`src/rtl/scratch_wrbuf.sv`:
```
`timescale 1ns/1ps
// scratch_wrbuf
//   Posted-write buffer in front of the 16KB scratchpad RAM slave.
//   CPU writes are acknowledged in the cycle they are presented and parked in
//   a DEPTH-entry FIFO. The FIFO drains to the RAM at one entry per cycle.
//   Reads run as RD (strobe until the RAM's registered ack), then a one-cycle
//   RDONE gap in which the CPU is acked. The gap keeps RAM read acks from
//   overlapping.
//
// Parameters
//   DEPTH  write FIFO entries (power of 2, 2..16)
//   AW     byte address width
//
// Ports
//   clk_i, rst_i           clock, synchronous active-high reset
//   s_cyc_i/s_stb_i/s_we_i CPU bus cycle, strobe, write enable
//   s_sel_i/s_adr_i/s_dat_i CPU byte selects, byte address, write data
//   s_ack_o/s_dat_o        CPU acknowledge, read data (valid with a read ack)
//   m_cs_o/m_cyc_o/m_stb_o RAM chip select, cycle, strobe
//   m_we_o/m_sel_o/m_adr_o/m_dat_o  RAM write enable, selects, address, data
//   m_ack_i/m_dat_i        RAM ack (combinational write, registered read), read data
//   empty_o/full_o         FIFO status
//
// Build option
//   SCRATCH_WRBUF_RDBYPASS_EN: a read may overtake queued writes when no
//   queued entry targets the same 32-bit word. Without it, reads wait for
//   the FIFO to empty.
//
// Handshake
//   A CPU write is taken when s_cyc_i & s_stb_i & s_we_i and the FIFO is not
//   full; s_ack_o rises in that same cycle and the push happens at its edge.
//   A RAM transfer completes in any cycle with m_stb_o & m_ack_i high.
module scratch_wrbuf #(
    parameter int DEPTH = 4,
    parameter int AW    = 14
) (
    input  logic          clk_i,
    input  logic          rst_i,
    input  logic          s_cyc_i,
    input  logic          s_stb_i,
    input  logic          s_we_i,
    input  logic [3:0]    s_sel_i,
    input  logic [AW-1:0] s_adr_i,
    input  logic [31:0]   s_dat_i,
    output logic          s_ack_o,
    output logic [31:0]   s_dat_o,
    output logic          m_cs_o,
    output logic          m_cyc_o,
    output logic          m_stb_o,
    output logic          m_we_o,
    output logic [3:0]    m_sel_o,
    output logic [AW-1:0] m_adr_o,
    output logic [31:0]   m_dat_o,
    input  logic          m_ack_i,
    input  logic [31:0]   m_dat_i,
    output logic          empty_o,
    output logic          full_o
);
    localparam int PW = $clog2(DEPTH);
    localparam int EW = 4 + AW + 32;

    typedef enum logic [1:0] {ST_IDLE, ST_DRAIN, ST_RD, ST_RDONE} state_t;
    state_t state_q, state_d;

    // Entry layout: {sel, adr, dat}
    logic [EW-1:0] fifo_mem [DEPTH];
    logic [PW:0]   wr_ptr_q, rd_ptr_q, wr_ptr_nxt, rd_ptr_nxt;
    logic [EW-1:0] head;
    logic          push, pop, empty, full, rd_req, rd_hazard;
    logic [AW-1:0] rd_adr_q;
    logic [31:0]   rd_dat_q;

    assign empty   = (wr_ptr_q == rd_ptr_q);
    assign full    = (wr_ptr_q[PW] != rd_ptr_q[PW]) &&
                     (wr_ptr_q[PW-1:0] == rd_ptr_q[PW-1:0]);
    assign empty_o = empty;
    assign full_o  = full;

    assign push = s_cyc_i & s_stb_i & s_we_i & ~full & ~rst_i;
    assign pop  = (state_q == ST_DRAIN) & m_ack_i & ~empty;
    assign rd_req = s_cyc_i & s_stb_i & ~s_we_i;

    assign wr_ptr_nxt = wr_ptr_q + {{PW{1'b0}}, push};
    assign rd_ptr_nxt = rd_ptr_q + {{PW{1'b0}}, pop};
    assign head       = fifo_mem[rd_ptr_q[PW-1:0]];

`ifdef SCRATCH_WRBUF_RDBYPASS_EN
    // A read is blocked only by a live entry for the same word. Slots
    // outside [rd_ptr, wr_ptr) hold stale data and are masked off.
    logic [PW:0] count;
    assign count = wr_ptr_q - rd_ptr_q;

    always_comb begin
        rd_hazard = 1'b0;
        for (int i = 0; i < DEPTH; i++) begin
            if (({1'b0, PW'(i) - rd_ptr_q[PW-1:0]} < count) &&
                (fifo_mem[i][34 +: AW-2] == s_adr_i[AW-1:2])) begin
                rd_hazard = 1'b1;
            end
        end
    end
`else
    assign rd_hazard = ~empty;
`endif

    always_comb begin
        state_d = state_q;
        case (state_q)
            ST_IDLE: begin
                // Looking at push as well as !empty starts the drain in the
                // cycle right after the write is acked.
                if (rd_req && !rd_hazard) begin
                    state_d = ST_RD;
                end else if (!empty || push) begin
                    state_d = ST_DRAIN;
                end
            end
            ST_DRAIN: begin
                if (rd_req && !rd_hazard) begin
                    state_d = ST_RD;
                end else if (wr_ptr_nxt == rd_ptr_nxt) begin
                    state_d = ST_IDLE;
                end
            end
            ST_RD: begin
                if (m_ack_i) begin
                    state_d = ST_RDONE;
                end
            end
            ST_RDONE: begin
                state_d = ST_IDLE;
            end
            default: state_d = ST_IDLE;
        endcase
    end

    always_comb begin
        m_cs_o  = 1'b0;
        m_cyc_o = 1'b0;
        m_stb_o = 1'b0;
        m_we_o  = 1'b0;
        m_sel_o = 4'h0;
        m_adr_o = '0;
        m_dat_o = 32'h0;
        case (state_q)
            ST_DRAIN: begin
                m_cs_o  = 1'b1;
                m_cyc_o = 1'b1;
                m_stb_o = 1'b1;
                m_we_o  = 1'b1;
                m_sel_o = head[EW-1 -: 4];
                m_adr_o = head[32 +: AW];
                m_dat_o = head[31:0];
            end
            ST_RD: begin
                m_cs_o  = 1'b1;
                m_cyc_o = 1'b1;
                m_stb_o = 1'b1;
                m_sel_o = 4'hF;
                m_adr_o = rd_adr_q;
            end
            default: ;
        endcase
    end

    // The read ack is dropped if the CPU abandoned the cycle during RD.
    assign s_ack_o = push | ((state_q == ST_RDONE) & s_cyc_i & ~rst_i);
    assign s_dat_o = rd_dat_q;

    always_ff @(posedge clk_i) begin
        if (rst_i) begin
            state_q  <= ST_IDLE;
            wr_ptr_q <= '0;
            rd_ptr_q <= '0;
            rd_adr_q <= '0;
            rd_dat_q <= 32'h0;
        end else begin
            state_q  <= state_d;
            wr_ptr_q <= wr_ptr_nxt;
            rd_ptr_q <= rd_ptr_nxt;
            if (state_d == ST_RD && state_q != ST_RD) begin
                rd_adr_q <= s_adr_i;
            end
            if (state_q == ST_RD && m_ack_i) begin
                rd_dat_q <= m_dat_i;
            end
        end
    end

    always_ff @(posedge clk_i) begin
        if (push) begin
            fifo_mem[wr_ptr_q[PW-1:0]] <= {s_sel_i, s_adr_i, s_dat_i};
        end
    end
endmodule

```
`config.mk`:
```
export PLATFORM = sky130hd
export DESIGN_NAME = scratch_wrbuf
export DESIGN_NICKNAME = d
export VERILOG_FILES = /design/src/rtl/scratch_wrbuf.sv
export SDC_FILE = /design/constraint.sdc
export NUM_CORES = 1
export LEC_CHECK = 0
export CORE_MARGIN = 1.5
export CORE_UTILIZATION = 37
export CTS_CLUSTER_SIZE = 16
export DETAILED_ROUTE_END_ITERATION = 8
export DONT_BUFFER_PORTS = 1
export GPL_ROUTABILITY_DRIVEN = 0
export PLACE_DENSITY = 0.62
export SLEW_MARGIN = 5
export SYNTH_ARGS = -nofsm -noshare
export SYNTH_HDL_FRONTEND = slang
export SYNTH_SLANG_ARGS = --single-unit
```
`constraint.sdc`:
```
create_clock -name clk_i -period 8.9 [get_ports clk_i]
set_input_delay 0.89 -clock clk_i [delete_from_list [all_inputs] [get_ports clk_i]]
set_output_delay 0.89 -clock clk_i [all_outputs]
set_load 0.02 [all_outputs]
```
### Word-level counts from Yosys, hierarchy flattened

Memories as Yosys holds them, arrays and structs flattened. A register that Yosys moved wholly into a read port is not among the register bits.
Cells that the tools add are included.

* $add $sub $neg: 2
* eq/ne operators: 9
* multiplexer cells: 14
* bitwise gates (word level): 14
* reduce and logical (&&, ||, !) cells: 8

Operators by type and width (count)
* 32-bit two-way mux: 1
* 14-bit one-hot mux with 2 select lines: 1
* 2-bit two-way mux: 6
* 1-bit AND: 9
* 2-bit one-hot mux with 4 select lines: 1
* 4-bit one-hot mux with 2 select lines: 1
* 3-bit by 1-bit adder with 3-bit output: 2
* 2-bit == test (second input constant): 3
* 3-bit == test: 2
* 1-bit logical AND: 4
* 1-bit two-way mux: 4
* 1-bit NOT: 4
* 2-bit by 1-bit == test with 1-bit output (second input constant): 1
* 2-bit == test: 1
* 2-bit zero test: 1
* 2-bit != test (second input constant): 1
* 2-bit OR reduction: 1
* 1-bit zero test: 1
* 1-bit logical OR: 1
* 1-bit != test: 1
* 1-bit bitwise OR: 1

* register bits after elaboration: 54
* memory bits (writable): 200
* input port bits: 88
* output and inout bits: 89
* word-level logic and storage cells: 53
* memories: 1

Memories
* fifo_mem: words 4, width 50, rd ports 1, clocked after Yosys merged registers in 1, write ports 1, line 66 `logic [EW-1:0] fifo_mem [DEPTH];`

### Logic depth before layout (Yosys ltp)

* word-level depth: 12
* gate-level depth with buffers: 15
* gate-level depth less buffers: 12

### Worst setup path after synthesis

No wires, ideal clock.

* path kind: input -> register
* start point: in rst_i
* end point: mem fifo_mem[2][0] in the netlist's numbering (enable)
* data arrival time: 5.004 ns
* required time: 8.370 ns
* path slack: 3.367 ns
* stages: 3
* buffers on the path: 0
* path through: and3b_1 -> nand3_1 -> nor3b_1

* cells in the longest elaborated chain, start to end: 4

RTL lines
* from (decl): line 38 `input logic rst_i,`
* 1-bit NOT: line 79 `assign push = s_cyc_i & s_stb_i & s_we_i & ~full & ~rst_i;`
* 1-bit AND: line 79
* 1-bit two-way mux: line 191 `if (push) begin`
* 1-bit two-way mux (implied by the code): line 192 `fifo_mem[wr_ptr_q[PW-1:0]] <= {s_sel_i, s_adr_i, s_dat_i};`
* to (decl): line 66

No other way between the ends.

### Worst setup path after layout

* start point: reg rd_ptr_q[0]
* end point: reg rd_adr_q[9]

* cells in the longest elaborated chain, start to end: 12
* elaborated cells on any way between the ends: 21
* classes of those cells: 2 x add/sub; 4 x eq/ne; 5 x mux; 5 x bitwise; 5 x reduce/logical

RTL lines
* from (decl): line 67 `logic [PW:0] wr_ptr_q, rd_ptr_q, wr_ptr_nxt, rd_ptr_nxt;`
* from (signal assigned): line 180 `rd_ptr_q <= rd_ptr_nxt;`
* 2-bit == test: line 75 `(wr_ptr_q[PW-1:0] == rd_ptr_q[PW-1:0]);`
* 1-bit logical AND: line 74 `assign full = (wr_ptr_q[PW] != rd_ptr_q[PW]) &&`
* 1-bit NOT: line 79
* 1-bit AND (2 in a row): line 79
* 3-bit by 1-bit adder with 3-bit output: line 83 `assign wr_ptr_nxt = wr_ptr_q + {{PW{1'b0}}, push};`
* 3-bit == test: line 121 `end else if (wr_ptr_nxt == rd_ptr_nxt) begin`
* 2-bit two-way mux: line 121
* 2-bit two-way mux: line 119 `if (rd_req && !rd_hazard) begin`
* 2-bit one-hot mux with 4 select lines *: line 108 `case (state_q)`
* 2-bit == test *: line 181 `if (state_d == ST_RD && state_q != ST_RD) begin`
* 1-bit logical AND *: line 181
* to (signal assigned): line 182 `rd_adr_q <= s_adr_i;`
* to (decl): line 70 `logic [AW-1:0] rd_adr_q;`

Mark *: on every way between the ends. The rest lies on a longest branch, timed or not.
A chain may end at the register's enable or synchronous reset.

==> results.md <==
Run status:
- The run finished with clean final reports.

Drt:
- The violation count after the first detailed-route iteration is 303.
- In the final routed layout, each cell accounts on average for 21.2 um.
- For this run, design rule violations remaining after detail routing come to 0.
- The total detailed-routing wirelength is 20.5 mm.
- The count of TritonRoute iterations in the first routing pass is 4.
- Once detail routing completed, the nets flagged for antenna violations numbered 0.
- The number of vias per cell after detailed routing is 5.29.
- The total number of vias is 5,107.

Synthesis:
- The number of nets produced by synthesis is 705.
- After synthesis, the most frequently instantiated cells are edfxtp_1, nand2_1, dfxtp_1.
- In this run, distinct cell masters in the synthesized netlist total 35.
- The most common cell in the synthesized netlist is edfxtp_1.
- Synthesis inferred 254 register bits.
- The share of async-settable or async-resettable flops after synthesis is 0%.
- The sequential element share of the synthesized area is 70.9%.
- The most used flip-flop cell after synthesis is edfxtp_1.
- The mean cell area of the mapped netlist is 16.4 sq um.
- The synthesized netlist occupies a cell area of 0.00999 sq mm.
- In the post-synthesis netlist, the biggest area contributors are edfxtp_1, mux4_2, dfxtp_1, nand2_1, and2_1.
- The dominant cell type by area after synthesis is edfxtp_1.
- The cell count after synthesis came out at 609.
- The Yosys step of the flow raised 0 warnings.
- After synthesis, the largest area contributor takes up 60.1% of total cell area.
- The count of flip-flops with a built-in enable after synthesis is 200.

Global route:
- Entering global routing, the biggest net connects 71 pins.
- The wire length of the first global-routing pass is 31.8 mm.
- The total routing resource utilization after global routing is 14.8%.
- The via count of the first global-routing pass came to 5,431.
- The aggregate global routing overflow is 0.
- The initial antenna violation count came to 0.

Cells and area:
- The utilization after layout is 43.0%.
- The area of combinational cells with multiple inputs is 0.00273 sq mm.
- The final net count is 705.
- The share of final-layout standard cells stronger than drive strength 1 is 17.4%.
- Fill cells in the final layout number 2,332.
- Across the whole layout, storage elements account for 0.00709 sq mm.
- The layout overhead on the synthesized area is 13.0%.
- The number of inserted diodes is 0.

Worst setup path:
- The worst path buffer plus inverter count is 1.
- The type of element capturing the critical path is a flip-flop.
- The highest fanout seen on the critical path is 52.
- The register-to-register setup slack is 4.34 ns.
- The signal on the critical path passes through xor2_1, or3_2, nand3_1, inv_1, ha_1, ha_1, xnor2_1, xnor2_1, nand3_1, and3_1, a211oi_4, mux2i_1.
- STA puts the critical path data required time at 9.36 ns.
- The slowest stage of the critical path is the dfxtp_4 cell.
- The cell type group with the largest total delay on the critical path is flip-flops.
- At the worst endpoint, the arrival time is 5.02 ns.
- The longest individual stage delay on the worst path is 1.09 ns.
- The worst setup path is launched from a flip-flop.
- The critical path in this run is classified as reg -> reg.

Floorplanning:
- 177 I/O pins were placed.
- The height of the die is 167 um.
- The total area inside the core boundary comes to 0.0263 sq mm.
- The row count is 59.
- The effective utilization at floorplan is 38.0%.
- The width of the die is 167 um.
- The die area is 0.0280 sq mm.

CTS:
- In this run the number of H-tree levels came out at 1.
- Clock-pin slew was measured on the worst setup and hold paths at 0.06 ns.
- The tree is rooted in a clkbuf_16.
- The clock sink count is 254.
- The clock tree from TritonCTS is built.
- The number of setup buffers added after CTS is 0.
- No sink is reached through more buffers than the 3 on the longest clock path.
- The clock network latency to the later pin of the worst-skew pair is 0.56 ns.
- Once the clock tree was built, the resizer swapped 0 gates to a different size.
- Buffers inserted during clock tree synthesis total 28.
- The cts-stage hold buffer count is 0.

Power:
- The sequential cell fraction of total power is 48.8%.
- In this run the power density over the cells is 244 mW/mm^2.
- The static leakage is 3.55 nW.
- The net switching share of the total power is 22.5%.
- The worst-case IR drop observed on VDD is 0.159 mV.
- In this run, the combinational gates consume 7.2% of the power.
- For this design the total switching power over the nets is 0.621 mW.
- The clock network is responsible for 44.1% of the overall power.
- Internal power comes to 2.13 mW.

Timing:
- The count of endpoints failing setup in the final report is 0.
- The worst pin sits at a relative slew slack of 25.2%.
- Static timing analysis puts the maximum clock frequency at 219 MHz.
- Setup repair after global routing left no endpoint under its margin.
- The number of hold violations in the final report was 0.
- The count of pins over their slew limit came to 0.
- In the final timing run, aggregate negative setup slack is 0 ns.
- Of the available clock period, the critical path in the final layout requires 51.2%.
- For the finished layout, the period the worst path requires is 4.56 ns.
- The measured slew at the worst slew-check pin is 1.12 ns.
- The clock skew after layout is 0.0244 ns.

Min path:
- The path class of the tightest hold or removal check is in -> reg.

Flow run:
- The tool flagged a number of max-cap violations equal to 0.

Placed design:
- After legalization and detailed placement, the total HPWL measured 11.6 mm.
- The count of input and output buffers is 0.
## stage by stage
stage / setup slack, ns / power [mW] / hold WS, ns / instance area [sq um] / cells
floorplan: 3.37 / 1.53 / 0.449 / 9990 / 609
global placement: 4.34 / 1.56 / 0.459 / 10300 / 914
detailed placement: 4.22 / 1.57 / 0.462 / 10300 / 914
CTS: 4.16 / 2.79 / 0.400 / 11300 / 966
global route: 3.80 / 2.86 / 0.391 / 11300 / 966
finish: 4.34 / 2.76 / 0.424 / 11300 / 966
## registers in the layout, indices dropped and copies added, names as in the netlist
register and flops:
wr_ptr_q 3, fifo_mem 200, rd_ptr_q 3, state_q 2, s_dat_o 32, rd_adr_q 14
## cell type report
cell class                 instances  share of cell area [%]
timing repair buffer               8                   0.532
multi-input combinational        313                    24.1
clock inverter                    17                    2.29
inverter                           4                   0.133
clock buffer                      35                    6.43
sequential                       254                    62.8
tap                              335                    3.71
## cell usage in the layout (no fill, tap or decap), types with 5 or more instances in the layout
cell type	netlist	routed
a21oi_1	38	38
a22oi_1	14	14
and2_1	33	33
buf_4	2	8
bufinv_16	0	6
clkbuf_1	25	7
clkbuf_16	0	28
clkinv_2	0	5
dfxtp_1	54	52
edfxtp_1	200	200
ha_1	8	7
mux2i_1	14	14
mux4_2	50	50
nand2_1	71	71
nand2b_1	28	28
nor2_1	7	7
nor2b_1	22	22
xnor2_1	7	7
## cells by family after synthesis
| logic type | share of synthesized area (%) |
|---|---|
| flops | 70.9 |
| simple gates | 8.90 |
| mux | 12.7 |
| compound gates | 3.72 |
| buf+inv | 2.00 |
| xor+xnor | 0.789 |
| fa+ha+maj | 1.00 |
## layer usage
metal  share of wire [%]  global-route usage (%)
met5                   0                       0
met4                 2.2                    3.56
met3                 9.7                    5.32
met2                  49                    25.5
met1                  39                    17.6
## final timing paths
path,start,to,cells after the start
max,rd_ptr_q[0],rd_adr_q[9],12
min,s_adr_i[1],fifo_mem[3][33],0
max reg2reg,rd_ptr_q[0],rd_adr_q[9],12
min reg2reg,rd_adr_q[12],rd_adr_q[12],2
## power by group through the flow
stage                     Combinational [mW]  Clock, mW  Sequential, mW
after floorplan                        0.168          0            1.36
after global placement                 0.196          0            1.37
after detailed placement               0.200          0            1.37
after CTS                              0.201       1.25            1.34
after global routing                   0.217       1.29            1.35
final                                  0.197       1.21            1.34
No activity file was read; power rests on OpenSTA's default activity.
